==> config.mk <==
export PLATFORM = sky130hd
export DESIGN_NAME = axi_if_slice_flat
export DESIGN_NICKNAME = d
export VERILOG_FILES = /design/src/rtl/axi_slice_pkg.sv /design/src/rtl/axi_if_slice_if.sv /design/src/rtl/axi_skid_buffer.sv /design/src/rtl/axi_if_slice.sv /design/src/flat_wrapper.sv
export SDC_FILE = /design/constraint.sdc
export NUM_CORES = 1
export LEC_CHECK = 0
export ABC_AREA = 1
export CAP_MARGIN = 5
export CORE_MARGIN = 8
export CORE_UTILIZATION = 51
export CTS_CLUSTER_DIAMETER = 40
export DETAILED_ROUTE_END_ITERATION = 10
export PLACE_DENSITY_LB_ADDON = 0.25
export SLEW_MARGIN = 20
export SYNTH_ARGS = -nofsm -noshare
export SYNTH_HDL_FRONTEND = slang
export SYNTH_SLANG_ARGS = --single-unit
==> constraint.sdc <==
create_clock -name aclk -period 5.8 [get_ports aclk]
set_input_delay 0.58 -clock aclk [delete_from_list [all_inputs] [get_ports aclk]]
set_output_delay 0.58 -clock aclk [all_outputs]
set_load 0.005 [all_outputs]
==> src/rtl/axi_slice_pkg.sv <==
// AXI register slice shared definitions.
// Response codes and burst length width.
package axi_slice_pkg;

    localparam logic [1:0] OKAY   = 2'b00;
    localparam logic [1:0] EXOKAY = 2'b01;
    localparam logic [1:0] SLVERR = 2'b10;
    localparam logic [1:0] DECERR = 2'b11;

    localparam int AXLEN_W = 8;

endpackage

==> src/rtl/axi_if_slice_if.sv <==
// Reduced AXI4 bus bundle for the register slice.
// master drives requests, slave drives responses.
interface axi_if_slice_if
    import axi_slice_pkg::*;
#(
    parameter int ADDR_WIDTH = 10,
    parameter int DATA_WIDTH = 32,
    parameter int USER_WIDTH = 1
);

    logic [ADDR_WIDTH-1:0]   awaddr;
    logic [AXLEN_W-1:0]      awlen;
    logic                    awvalid;
    logic                    awready;

    logic [DATA_WIDTH-1:0]   wdata;
    logic [DATA_WIDTH/8-1:0] wstrb;
    logic                    wlast;
    logic [USER_WIDTH-1:0]   wuser;
    logic                    wvalid;
    logic                    wready;

    logic [1:0]              bresp;
    logic [USER_WIDTH-1:0]   buser;
    logic                    bvalid;
    logic                    bready;

    logic [ADDR_WIDTH-1:0]   araddr;
    logic [AXLEN_W-1:0]      arlen;
    logic                    arvalid;
    logic                    arready;

    logic [DATA_WIDTH-1:0]   rdata;
    logic [1:0]              rresp;
    logic                    rlast;
    logic [USER_WIDTH-1:0]   ruser;
    logic                    rvalid;
    logic                    rready;

    modport master (
        output awaddr, awlen, awvalid,
        input  awready,
        output wdata, wstrb, wlast, wuser, wvalid,
        input  wready,
        input  bresp, buser, bvalid,
        output bready,
        output araddr, arlen, arvalid,
        input  arready,
        input  rdata, rresp, rlast, ruser, rvalid,
        output rready
    );

    modport slave (
        input  awaddr, awlen, awvalid,
        output awready,
        input  wdata, wstrb, wlast, wuser, wvalid,
        output wready,
        output bresp, buser, bvalid,
        input  bready,
        input  araddr, arlen, arvalid,
        output arready,
        output rdata, rresp, rlast, ruser, rvalid,
        input  rready
    );

endinterface

==> src/rtl/axi_skid_buffer.sv <==
// Two-entry skid buffer: registered valid, ready and data.
// Full throughput, one cycle of latency.
module axi_skid_buffer #(
    parameter int WIDTH = 8
) (
    input  logic             clk,
    input  logic             rst,
    input  logic             in_valid,
    output logic             in_ready,
    input  logic [WIDTH-1:0] in_data,
    output logic             out_valid,
    input  logic             out_ready,
    output logic [WIDTH-1:0] out_data
);

    logic             main_v;
    logic             skid_v;
    logic             rdy_q;
    logic [WIDTH-1:0] main_q;
    logic [WIDTH-1:0] skid_q;
    logic             in_fire;
    logic             load_main;

    assign in_fire   = in_valid & rdy_q;
    assign load_main = ~main_v | out_ready;

    assign in_ready  = rdy_q;
    assign out_valid = main_v;
    assign out_data  = main_q;

    // occupancy flags; ready is low only while the skid entry holds a beat
    always_ff @(posedge clk) begin
        if (rst) begin
            main_v <= 1'b0;
            skid_v <= 1'b0;
            rdy_q  <= 1'b0;
        end else if (load_main) begin
            main_v <= skid_v | in_fire;
            skid_v <= 1'b0;
            rdy_q  <= 1'b1;
        end else begin
            skid_v <= skid_v | in_fire;
            rdy_q  <= ~(skid_v | in_fire);
        end
    end

    // payload: main refills from skid first, stalled arrivals park in skid
    always_ff @(posedge clk) begin
        if (load_main) begin
            main_q <= skid_v ? skid_q : in_data;
        end
        if (~load_main & in_fire) begin
            skid_q <= in_data;
        end
    end

endmodule

==> src/rtl/axi_if_slice.sv <==
// AXI4 register slice: one skid buffer per channel.
// Top only packs and unpacks channel fields.
module axi_if_slice
    import axi_slice_pkg::*;
#(
    parameter int ADDR_WIDTH = 10,
    parameter int DATA_WIDTH = 32,
    parameter int USER_WIDTH = 1
) (
    input  logic           aclk,
    input  logic           areset,
    axi_if_slice_if.slave  s_axi,
    axi_if_slice_if.master m_axi
);

    localparam int AW_W = ADDR_WIDTH + AXLEN_W;
    localparam int W_W  = DATA_WIDTH + DATA_WIDTH / 8 + 1 + USER_WIDTH;
    localparam int B_W  = 2 + USER_WIDTH;
    localparam int AR_W = ADDR_WIDTH + AXLEN_W;
    localparam int R_W  = DATA_WIDTH + 2 + 1 + USER_WIDTH;

    logic [AW_W-1:0] aw_in, aw_out;
    logic [W_W-1:0]  w_in, w_out;
    logic [B_W-1:0]  b_in, b_out;
    logic [AR_W-1:0] ar_in, ar_out;
    logic [R_W-1:0]  r_in, r_out;

    assign aw_in = {s_axi.awaddr, s_axi.awlen};
    assign {m_axi.awaddr, m_axi.awlen} = aw_out;

    assign w_in = {s_axi.wdata, s_axi.wstrb, s_axi.wlast, s_axi.wuser};
    assign {m_axi.wdata, m_axi.wstrb, m_axi.wlast, m_axi.wuser} = w_out;

    assign b_in = {m_axi.bresp, m_axi.buser};
    assign {s_axi.bresp, s_axi.buser} = b_out;

    assign ar_in = {s_axi.araddr, s_axi.arlen};
    assign {m_axi.araddr, m_axi.arlen} = ar_out;

    assign r_in = {m_axi.rdata, m_axi.rresp, m_axi.rlast, m_axi.ruser};
    assign {s_axi.rdata, s_axi.rresp, s_axi.rlast, s_axi.ruser} = r_out;

    axi_skid_buffer #(.WIDTH(AW_W)) u_aw (
        .clk       (aclk),
        .rst       (areset),
        .in_valid  (s_axi.awvalid),
        .in_ready  (s_axi.awready),
        .in_data   (aw_in),
        .out_valid (m_axi.awvalid),
        .out_ready (m_axi.awready),
        .out_data  (aw_out)
    );

    axi_skid_buffer #(.WIDTH(W_W)) u_w (
        .clk       (aclk),
        .rst       (areset),
        .in_valid  (s_axi.wvalid),
        .in_ready  (s_axi.wready),
        .in_data   (w_in),
        .out_valid (m_axi.wvalid),
        .out_ready (m_axi.wready),
        .out_data  (w_out)
    );

    axi_skid_buffer #(.WIDTH(B_W)) u_b (
        .clk       (aclk),
        .rst       (areset),
        .in_valid  (m_axi.bvalid),
        .in_ready  (m_axi.bready),
        .in_data   (b_in),
        .out_valid (s_axi.bvalid),
        .out_ready (s_axi.bready),
        .out_data  (b_out)
    );

    axi_skid_buffer #(.WIDTH(AR_W)) u_ar (
        .clk       (aclk),
        .rst       (areset),
        .in_valid  (s_axi.arvalid),
        .in_ready  (s_axi.arready),
        .in_data   (ar_in),
        .out_valid (m_axi.arvalid),
        .out_ready (m_axi.arready),
        .out_data  (ar_out)
    );

    axi_skid_buffer #(.WIDTH(R_W)) u_r (
        .clk       (aclk),
        .rst       (areset),
        .in_valid  (m_axi.rvalid),
        .in_ready  (m_axi.rready),
        .in_data   (r_in),
        .out_valid (s_axi.rvalid),
        .out_ready (s_axi.rready),
        .out_data  (r_out)
    );

endmodule

==> src/flat_wrapper.sv <==
// flat-port wrapper written by rule: the top's interface ports become plain ports
module axi_if_slice_flat import axi_slice_pkg::*;
#(
    parameter int ADDR_WIDTH = 10,
    parameter int DATA_WIDTH = 32,
    parameter int USER_WIDTH = 1
)
  (aclk, areset, s_axi_awaddr, s_axi_awlen, s_axi_awvalid, s_axi_awready, s_axi_wdata, s_axi_wstrb, s_axi_wlast, s_axi_wuser, s_axi_wvalid, s_axi_wready, s_axi_bresp, s_axi_buser, s_axi_bvalid, s_axi_bready, s_axi_araddr, s_axi_arlen, s_axi_arvalid, s_axi_arready, s_axi_rdata, s_axi_rresp, s_axi_rlast, s_axi_ruser, s_axi_rvalid, s_axi_rready, m_axi_awaddr, m_axi_awlen, m_axi_awvalid, m_axi_awready, m_axi_wdata, m_axi_wstrb, m_axi_wlast, m_axi_wuser, m_axi_wvalid, m_axi_wready, m_axi_bresp, m_axi_buser, m_axi_bvalid, m_axi_bready, m_axi_araddr, m_axi_arlen, m_axi_arvalid, m_axi_arready, m_axi_rdata, m_axi_rresp, m_axi_rlast, m_axi_ruser, m_axi_rvalid, m_axi_rready);
  axi_if_slice_if #(.ADDR_WIDTH(ADDR_WIDTH), .DATA_WIDTH(DATA_WIDTH), .USER_WIDTH(USER_WIDTH)) s_axi_i ();
  axi_if_slice_if #(.ADDR_WIDTH(ADDR_WIDTH), .DATA_WIDTH(DATA_WIDTH), .USER_WIDTH(USER_WIDTH)) m_axi_i ();
  input  logic aclk;
  input  logic areset;
  input wire logic [$bits(s_axi_i.awaddr)-1:0] s_axi_awaddr;
  input wire logic [$bits(s_axi_i.awlen)-1:0] s_axi_awlen;
  input wire logic [$bits(s_axi_i.awvalid)-1:0] s_axi_awvalid;
  output wire logic [$bits(s_axi_i.awready)-1:0] s_axi_awready;
  input wire logic [$bits(s_axi_i.wdata)-1:0] s_axi_wdata;
  input wire logic [$bits(s_axi_i.wstrb)-1:0] s_axi_wstrb;
  input wire logic [$bits(s_axi_i.wlast)-1:0] s_axi_wlast;
  input wire logic [$bits(s_axi_i.wuser)-1:0] s_axi_wuser;
  input wire logic [$bits(s_axi_i.wvalid)-1:0] s_axi_wvalid;
  output wire logic [$bits(s_axi_i.wready)-1:0] s_axi_wready;
  output wire logic [$bits(s_axi_i.bresp)-1:0] s_axi_bresp;
  output wire logic [$bits(s_axi_i.buser)-1:0] s_axi_buser;
  output wire logic [$bits(s_axi_i.bvalid)-1:0] s_axi_bvalid;
  input wire logic [$bits(s_axi_i.bready)-1:0] s_axi_bready;
  input wire logic [$bits(s_axi_i.araddr)-1:0] s_axi_araddr;
  input wire logic [$bits(s_axi_i.arlen)-1:0] s_axi_arlen;
  input wire logic [$bits(s_axi_i.arvalid)-1:0] s_axi_arvalid;
  output wire logic [$bits(s_axi_i.arready)-1:0] s_axi_arready;
  output wire logic [$bits(s_axi_i.rdata)-1:0] s_axi_rdata;
  output wire logic [$bits(s_axi_i.rresp)-1:0] s_axi_rresp;
  output wire logic [$bits(s_axi_i.rlast)-1:0] s_axi_rlast;
  output wire logic [$bits(s_axi_i.ruser)-1:0] s_axi_ruser;
  output wire logic [$bits(s_axi_i.rvalid)-1:0] s_axi_rvalid;
  input wire logic [$bits(s_axi_i.rready)-1:0] s_axi_rready;
  output wire logic [$bits(m_axi_i.awaddr)-1:0] m_axi_awaddr;
  output wire logic [$bits(m_axi_i.awlen)-1:0] m_axi_awlen;
  output wire logic [$bits(m_axi_i.awvalid)-1:0] m_axi_awvalid;
  input wire logic [$bits(m_axi_i.awready)-1:0] m_axi_awready;
  output wire logic [$bits(m_axi_i.wdata)-1:0] m_axi_wdata;
  output wire logic [$bits(m_axi_i.wstrb)-1:0] m_axi_wstrb;
  output wire logic [$bits(m_axi_i.wlast)-1:0] m_axi_wlast;
  output wire logic [$bits(m_axi_i.wuser)-1:0] m_axi_wuser;
  output wire logic [$bits(m_axi_i.wvalid)-1:0] m_axi_wvalid;
  input wire logic [$bits(m_axi_i.wready)-1:0] m_axi_wready;
  input wire logic [$bits(m_axi_i.bresp)-1:0] m_axi_bresp;
  input wire logic [$bits(m_axi_i.buser)-1:0] m_axi_buser;
  input wire logic [$bits(m_axi_i.bvalid)-1:0] m_axi_bvalid;
  output wire logic [$bits(m_axi_i.bready)-1:0] m_axi_bready;
  output wire logic [$bits(m_axi_i.araddr)-1:0] m_axi_araddr;
  output wire logic [$bits(m_axi_i.arlen)-1:0] m_axi_arlen;
  output wire logic [$bits(m_axi_i.arvalid)-1:0] m_axi_arvalid;
  input wire logic [$bits(m_axi_i.arready)-1:0] m_axi_arready;
  input wire logic [$bits(m_axi_i.rdata)-1:0] m_axi_rdata;
  input wire logic [$bits(m_axi_i.rresp)-1:0] m_axi_rresp;
  input wire logic [$bits(m_axi_i.rlast)-1:0] m_axi_rlast;
  input wire logic [$bits(m_axi_i.ruser)-1:0] m_axi_ruser;
  input wire logic [$bits(m_axi_i.rvalid)-1:0] m_axi_rvalid;
  output wire logic [$bits(m_axi_i.rready)-1:0] m_axi_rready;
  assign s_axi_i.awaddr = s_axi_awaddr;
  assign s_axi_i.awlen = s_axi_awlen;
  assign s_axi_i.awvalid = s_axi_awvalid;
  assign s_axi_awready = s_axi_i.awready;
  assign s_axi_i.wdata = s_axi_wdata;
  assign s_axi_i.wstrb = s_axi_wstrb;
  assign s_axi_i.wlast = s_axi_wlast;
  assign s_axi_i.wuser = s_axi_wuser;
  assign s_axi_i.wvalid = s_axi_wvalid;
  assign s_axi_wready = s_axi_i.wready;
  assign s_axi_bresp = s_axi_i.bresp;
  assign s_axi_buser = s_axi_i.buser;
  assign s_axi_bvalid = s_axi_i.bvalid;
  assign s_axi_i.bready = s_axi_bready;
  assign s_axi_i.araddr = s_axi_araddr;
  assign s_axi_i.arlen = s_axi_arlen;
  assign s_axi_i.arvalid = s_axi_arvalid;
  assign s_axi_arready = s_axi_i.arready;
  assign s_axi_rdata = s_axi_i.rdata;
  assign s_axi_rresp = s_axi_i.rresp;
  assign s_axi_rlast = s_axi_i.rlast;
  assign s_axi_ruser = s_axi_i.ruser;
  assign s_axi_rvalid = s_axi_i.rvalid;
  assign s_axi_i.rready = s_axi_rready;
  assign m_axi_awaddr = m_axi_i.awaddr;
  assign m_axi_awlen = m_axi_i.awlen;
  assign m_axi_awvalid = m_axi_i.awvalid;
  assign m_axi_i.awready = m_axi_awready;
  assign m_axi_wdata = m_axi_i.wdata;
  assign m_axi_wstrb = m_axi_i.wstrb;
  assign m_axi_wlast = m_axi_i.wlast;
  assign m_axi_wuser = m_axi_i.wuser;
  assign m_axi_wvalid = m_axi_i.wvalid;
  assign m_axi_i.wready = m_axi_wready;
  assign m_axi_i.bresp = m_axi_bresp;
  assign m_axi_i.buser = m_axi_buser;
  assign m_axi_i.bvalid = m_axi_bvalid;
  assign m_axi_bready = m_axi_i.bready;
  assign m_axi_araddr = m_axi_i.araddr;
  assign m_axi_arlen = m_axi_i.arlen;
  assign m_axi_arvalid = m_axi_i.arvalid;
  assign m_axi_i.arready = m_axi_arready;
  assign m_axi_i.rdata = m_axi_rdata;
  assign m_axi_i.rresp = m_axi_rresp;
  assign m_axi_i.rlast = m_axi_rlast;
  assign m_axi_i.ruser = m_axi_ruser;
  assign m_axi_i.rvalid = m_axi_rvalid;
  assign m_axi_rready = m_axi_i.rready;
  axi_if_slice #(.ADDR_WIDTH(ADDR_WIDTH), .DATA_WIDTH(DATA_WIDTH), .USER_WIDTH(USER_WIDTH)) u_core (.aclk(aclk), .areset(areset), .s_axi(s_axi_i), .m_axi(m_axi_i));
endmodule
* Yosys cells after proc, flatten, opt, wreduce, memory -nomap -nowiden *
Index checks and enable logic that the tools add are counted.

word-level totals
  register bits after elaboration = 241
  input port bits = 125
  output and inout bits = 123
  logic and storage cells = 75

operators by class
  mux-type cells = 10
  bitwise gates (word level) = 35
  reductions and logical operators = 5

operator list
  kind                number
  two-way mux 38 bit  1
  two-way mux 18 bit  2
  two-way mux 36 bit  1
  inverter 1 bit      15
  AND 1 bit           10
  bitwise OR 1 bit    10
  OR reduction 2 bit  5
  two-way mux 1 bit   5
  two-way mux 3 bit   1

* Logic depth before layout (Yosys ltp) *
Gate-level depths: netlist (run 1).

  depth after elaboration = 4
  depth in mapped cells = 5
  gate-level depth less buffers = 4

* Hierarchy *
Synthesis (run 1) repeated with hierarchy kept, for this count alone.

second synthesis, totals
  cell total of the unflattened synthesis = 661
  area total of the unflattened synthesis = 8,863.5 sq um

by module, submodules not included
  module                             times used  cells an instance  area an instance (sq um)  sequential area each (sq um)
  axi_skid_buffer (u_core.u_ar ...)  2           108                1,453.9                   1,141.1
  axi_skid_buffer (u_core.u_w)       1           213                2,874.0                   2,342.2
  axi_skid_buffer (u_core.u_r)       1           202                2,748.9                   2,222.1
  axi_skid_buffer (u_core.u_b)       1           30                 332.8                     240.2

* Worst setup path after synthesis (run 1) *
No wires, ideal clock.

  kind = input to register
  from = input m_axi_wready
  to = register u_core.u_w.skid_q[0], enable pin
  library setup time = 0.433 ns
  data arrival time = 3.059 ns
  setup slack = 2.308 ns
  cell stages on the path = 3
  buffers on the path = 0
  cell sequence = nor2_1 > inv_1 > nor2_1

between the ends
  word-level cells in the longest chain between the ends = 3

ends and longest elaborated chain
  what                      line                   RTL
  from (decl)               flat_wrapper.sv:46     input wire logic [$bits(m_axi_i.wready)-1:0] m_axi_wready;
  bitwise OR 1 bit          axi_skid_buffer.sv:25  assign load_main = ~main_v | out_ready;
  via u_core.u_w.load_main  axi_skid_buffer.sv:22  logic load_main;
  inverter 1 bit            axi_skid_buffer.sv:52  if (~load_main & in_fire) begin
  AND 1 bit                 axi_skid_buffer.sv:52
  to (signal assigned)      axi_skid_buffer.sv:53  skid_q <= in_data;
  to (decl)                 axi_skid_buffer.sv:20  logic [WIDTH-1:0] skid_q;

The timed path passes the listed nets, and every way through them passes these cells.
A chain may end at the register's enable or synchronous reset.

* Worst setup path after layout (run 1) *
  from = input s_axi_rready
  to = register u_core.u_r.skid_q[29], enable pin

between the ends
  word-level cells in the longest chain between the ends = 3

ends and longest elaborated chain
  what                      line                   RTL
  from (decl)               flat_wrapper.sv:36     input wire logic [$bits(s_axi_i.rready)-1:0] s_axi_rready;
  bitwise OR 1 bit          axi_skid_buffer.sv:25
  via u_core.u_r.load_main  axi_skid_buffer.sv:22
  inverter 1 bit            axi_skid_buffer.sv:52
  AND 1 bit                 axi_skid_buffer.sv:52
  to (signal assigned)      axi_skid_buffer.sv:53
  to (decl)                 axi_skid_buffer.sv:20

The timed path passes the listed nets, and every way through them passes these cells.

==> results of run 1 <==
-- per-stage QoR --
stage | utilization | hold slack [ps]
finish | 0.7248 | 511.7
global route | 0.7248 | 535.3
CTS | 0.7234 | 513.2
detailed placement | 0.6689 | 501.0
global placement | 0.6689 | 496.0
floorplan | - | 490.5
-- Yosys cell counts, drive strengths merged --
cell and count:
a21oi 5, buf 21, clkbuf 1, dfxtp 15
edfxtp 226, inv 15, nand2 354, nor2 25
-- critical path, stage by stage --
cell	delay, ps
clkdlybuf4s50_1	400
nor2_1	210
inv_1	60
buf_4	290
nor2_4	810
-- how the worst max path moves through the flow --
stage                                      end  depth (start not counted)
4_1_cts        u_core.u_w.skid_q[20]$_DFFE_PP_                          5
5_1_grt        u_core.u_r.skid_q[26]$_DFFE_PP_                          5
2_1_floorplan   u_core.u_w.skid_q[0]$_DFFE_PP_                          3
3_5_place_dp   u_core.u_w.skid_q[24]$_DFFE_PP_                          5
3_3_place_gp    u_core.u_w.skid_q[6]$_DFFE_PP_                          5
6_report       u_core.u_r.skid_q[29]$_DFFE_PP_                          5
-- power groups by stage --
stage          Sequential [mW]  Clock, mW  Combinational, mW
2_1_floorplan             2.04          0             0.0564
3_3_place_gp              2.04          0              0.301
3_5_place_dp              2.04          0              0.307
4_1_cts                   2.01       1.76              0.311
5_1_grt                   2.01       1.82              0.332
6_report                  2.01       1.72              0.306
-- layer usage --
layer | part of all wire | wire length, um | up-vias
li1 | - | - | 2753
met1 | 0.37 | 7410 | 2553
met2 | 0.51 | 10300 | 228
met3 | 0.097 | 1964 | 32
met4 | 0.025 | 499 | 0
met5 | 0 | 0 | -
-- final cells by class --
cell class / count / area [um^2]
Fill cell: 1165 / 4695
Clock buffer: 36 / 772.0
Inverter: 15 / 61.31
Antenna cell: 1 / 2.502
Clock inverter: 16 / 157.7
Tap cell: 225 / 281.5
Multi-Input combinational cell: 384 / 1463
Timing Repair Buffer: 254 / 2537
Sequential cell: 241 / 7087
-- flip-flops by register name, summed over array words and instances (netlist names), 3 cells and up --
name	cells
u_core.u_b.out_data	3
u_core.u_ar.skid_q	18
u_core.u_r.out_data	36
u_core.u_aw.out_data	18
u_core.u_b.skid_q	3
u_core.u_r.skid_q	36
u_core.u_aw.skid_q	18
u_core.u_ar.out_data	18
u_core.u_w.out_data	38
u_core.u_w.skid_q	38
-- cells in the final DEF, fill, tap and decap left out --
master and n:
clkinv_4 4, clkdlybuf4s50_1 247, buf_12 1, inv_2 2
clkbuf_16 29, nor2_4 2, inv_6 2, diode_2 1
clkbuf_8 2, clkinv_2 6, a21oi_1 5, nand2_1 354
nor2_1 23, inv_1 11, clkinvlp_4 2, edfxtp_1 226
dfxtp_1 15, inv_4 2, clkbuf_1 5, bufinv_16 2
buf_4 6
-- kinds of logic (layout without fill, tap and decap cells) --
kind of cell / count (synthesis) / after routing / share of synthesized area
AOI/OAI and AO/OA: 5 / 5 / 0.002860
buffers and inverters: 37 / 321 / 0.02446
DFF: 241 / 241 / 0.8101
other: 0 / 1 / 0
and+or+nand+nor: 379 / 379 / 0.1626
==> out/metrics.cfg, run 1 <==
[clocking]
clk_pin_slew_worst_paths_ps = 60
htreeDepth = 1
clk_latency_ps = 530
cts_root_buf = clkbuf_16
cts_made_buffers = 29
cts_buffer_depth = 3
numClockSinks = 241
cts_tree = done
ctsHoldBuffers = 0
ctsResizeCount = 0
cts_setup_buffers = 0

[status]
status = finished clean

[yosys]
netlist_instances = 662
synth_top_area_cell = edfxtp_1
yosys_register_bits = 241
ys_warn_count = 0
synth_nets = 787
seq_area_frac_synth = 0.8101
synth_area_leaders = edfxtp_1, nand2_1, dfxtp_1
netlist_area_um2 = 8748
avgSynthCellArea_um2 = 13.22
synth.top_cell.area_share = 0.7757
ys_types = 12

[global_routing]
met1_usage = 0.2077
grt_overflow = 0
grtUsageMet2 = 0.3099
grt_max_degree = 40
grt_pass1_wl_mm = 30.82
grtUsageTotal = 0.1806
met3_usage = 0.06152
grt-busiest-layer = met2
antenna_found_initial = 1
grt_pass1_vias = 5733

[min_path]
min_from = u_core.u_r.skid_q[7]$_DFFE_PP_
hold_depth = 2
holdPathEnd = u_core.u_r.out_data[7]$_DFFE_PP_
hold_path.class = reg2reg

[worst_setup_path]
r2r_slack_ps = 3710
startpoint_type = input pin
timing.rr.start = u_core.u_r.out_valid$_SDFFE_PP0P_
crit_required_ps = 5940
r2r-end = u_core.u_r.skid_q[29]$_DFFE_PP_
cp-end-kind = register
crit_fanout = 37
crit_type = in2reg
cp.arrival_ps = 2360
worstSetupStartpoint = s_axi_rready
worstRegToRegCells = 5

[sta]
fin_skew_ps = 14.43
clock.fmax_mhz = 449.5
finalCritPeriodShare = 0.3836
rsz0062_at_grt = no
finalWorstSetupSlack_ps = 3575
tns_ps = 0
setup_viol = 0
final-max-slew-violation-count = 0
layout_min_cycle_time_ps = 2225
slew_headroom = 0.3379
hold_viol = 0
tightest_slew_ps = 990.8

[power_and_ir_drop]
p_per_area_nw_per_um2 = 326.4
leakage_nw = 4.846
vdd.ir_drop.worst_mv = 0.2391
pwr-share-clk = 0.427
p_sw_frac = 0.2041
internal_power_mw = 3.211
switchingPower_mw = 0.8233
power_frac_seq = 0.497
p_total_mw = 4.035
share_comb_of_total_power = 0.076

[final_layout]
stdcell_area_um2 = 12360
synthToLayoutAreaGrowth_pct = 41.30
drive_gt1_frac = 0.06342
fin_nets = 1050
final_cells = 1172

[placed_design]
numPortBuffers = 247
dp_slack_ps = 2935
place_inst = 1118
place_area_um2 = 11410
finalWeightedCongestion = 0.7772
hpwl_mm = 13.42

[routing]
route.detailed.drc = 0
routed_wl_mm = 20.17
via_count = 5566
post_drt_wl_per_cell_um = 17.21
dr.pass1.iters = 4
drtIter0Drc = 332
viasPerCell = 4.749
ant_nets = 0

[floorplanning]
dieArea_um2 = 21600
die_h_um = 147.0
initial_core_util = 0.5129
ioPinCount = 248
row_count = 48
coreArea_um2 = 17060
die_width_um = 147.0

[flow_run]
cap_viol_max_count = 0

Note: power is estimated with default switching activity, not from simulation.
==> run 2, diff against run 1 <==
--- a/config.mk
+++ b/config.mk
@@ -8,7 +8,7 @@
 export ABC_AREA = 1
 export CAP_MARGIN = 5
 export CORE_MARGIN = 8
-export CORE_UTILIZATION = 51
+export CORE_UTILIZATION = 48
 export CTS_CLUSTER_DIAMETER = 40
 export DETAILED_ROUTE_END_ITERATION = 10
 export PLACE_DENSITY_LB_ADDON = 0.25
==> constraint.sdc (replaced) <==
create_clock -name aclk -period 2.3 [get_ports aclk]
set_input_delay 0.23 -clock aclk [delete_from_list [all_inputs] [get_ports aclk]]
set_output_delay 0.23 -clock aclk [all_outputs]
set_load 0.005 [all_outputs]
==> out/metrics.cfg, run 2 (same netlist as run 1, synthesis figures left out) <==
[status]
status = finished clean

[power_and_ir_drop]
p_total_mw = 10.64
vdd.ir_drop.worst_mv = 0.6297
p_per_area_nw_per_um2 = 848.7
leakage_nw = 4.904

[global_routing]
grt_overflow = 0
grtUsageTotal = 0.1749
antenna_found_initial = 0
grt_pass1_wl_mm = 31.28
grt_max_degree = 40
grt_pass1_vias = 5864

[floorplanning]
die_h_um = 151.0
row_count = 49
initial_core_util = 0.4887
die_width_um = 151.0
ioPinCount = 248
coreArea_um2 = 17900
dieArea_um2 = 22800

[clocking]
cts_setup_buffers = 0
htreeDepth = 1
cts_buffer_depth = 3
numClockSinks = 241
clk_latency_ps = 530
cts_tree = done
cts_root_buf = clkbuf_16
clk_pin_slew_worst_paths_ps = 50
ctsResizeCount = 0
cts_made_buffers = 31
ctsHoldBuffers = 0

[final_layout]
fill_cells = 1298
synthToLayoutAreaGrowth_pct = 43.31
drive_gt1_frac = 0.06911
antennaDiodeCount = 0
fin_nets = 1057
final_common_cell = nand2_1
final_cell_mix = nand2_1, clkdlybuf4s50_1, edfxtp_1
stdcell_area_um2 = 12540
final_cells = 1184
final_util = 0.7003

[sta]
tns_ps = 0
tightest_slew_ps = 703.8
slew_headroom = 0.5302
fin_skew_ps = 13.38
rsz0062_at_grt = no
clock.fmax_mhz = 588.8
hold_viol = 0
whs_ps = 281.8
finalWorstSetupSlack_ps = 601.6
final-max-slew-violation-count = 0
layout_min_cycle_time_ps = 1698
setup_viol = 0
finalCritPeriodShare = 0.7384

[worst_setup_path]
cp.arrival_ps = 1470
slowest_stage = clkdlybuf4s50_1
path_buf_inv = 1
path_delay_family = buffers and inverters
crit_type = reg2out
crit_fanout = 1
worstPathCellList = clkdlybuf4s50_1
cpPeakStageDelay_ps = 530
cp-end-kind = output pin
startpoint_type = register
crit_required_ps = 2070

[routing]
routed_wl_mm = 20.16
drtIter0Drc = 301
post_drt_wl_per_cell_um = 17.03
viasPerCell = 4.755
route.detailed.drc = 0
ant_nets = 0
dr.pass1.iters = 5
via_count = 5630

[flow_run]
cap_viol_max_count = 0

[placed_design]
hpwl_mm = 13.80
finalWeightedCongestion = 0.7394
numPortBuffers = 247
place_area_um2 = 11480
dp_slack_ps = 569.1
place_inst = 1128

[min_path]
hold_path.class = in2reg

==> run 2: cell type report <==
type,count,area [um^2],area share
timing repair buffer,259,2587,0.2064
inverter,15,61.31,0.004890
sequential,241,7087,0.5653
multi-input combinational,384,1463,0.1167
clock inverter,19,254.0,0.02026
clock buffer,37,798.3,0.06367
tap,229,286.5,0.02285
==> run 2: worst reg2reg max path, delay by kind of cell (launching register included) <==
kind,cells,cell delay [ps]
AND/OR/NAND/NOR,2,220
flip-flops,1,740
buffers and inverters,1,320
==> run 2: report_power, final <==
| group | total (mW) | internal (mW) | switching [mW] |
|---|---|---|---|
| combinational | 0.776 | 0.491 | 0.284 |
| sequential | 5.05 | 5.00 | 0.0599 |
| clock | 4.81 | 3.04 | 1.77 |
| total | 10.6 | 8.53 | 2.11 |
==> run 2: per-layer routing <==
layer,track usage,share of wire
met3,0.05587,0.097
met4,0.04354,0.014
met1,0.2130,0.39
met2,0.2971,0.50
met5,0,0
==> run 2: final timing paths <==
check	start	endpoint	slack [ps]	cells past startpoint
max	u_core.u_b.out_data[1]$_DFFE_PP_	s_axi_bresp[0]	600	1
min	m_axi_rdata[22]	u_core.u_r.skid_q[26]$_DFFE_PP_	280	1
max reg2reg	u_core.u_ar.skid_v$_SDFF_PP0_	u_core.u_ar.out_data[1]$_DFFE_PP_	780	3
min reg2reg	u_core.u_ar.skid_q[16]$_DFFE_PP_	u_core.u_ar.out_data[16]$_DFFE_PP_	510	2
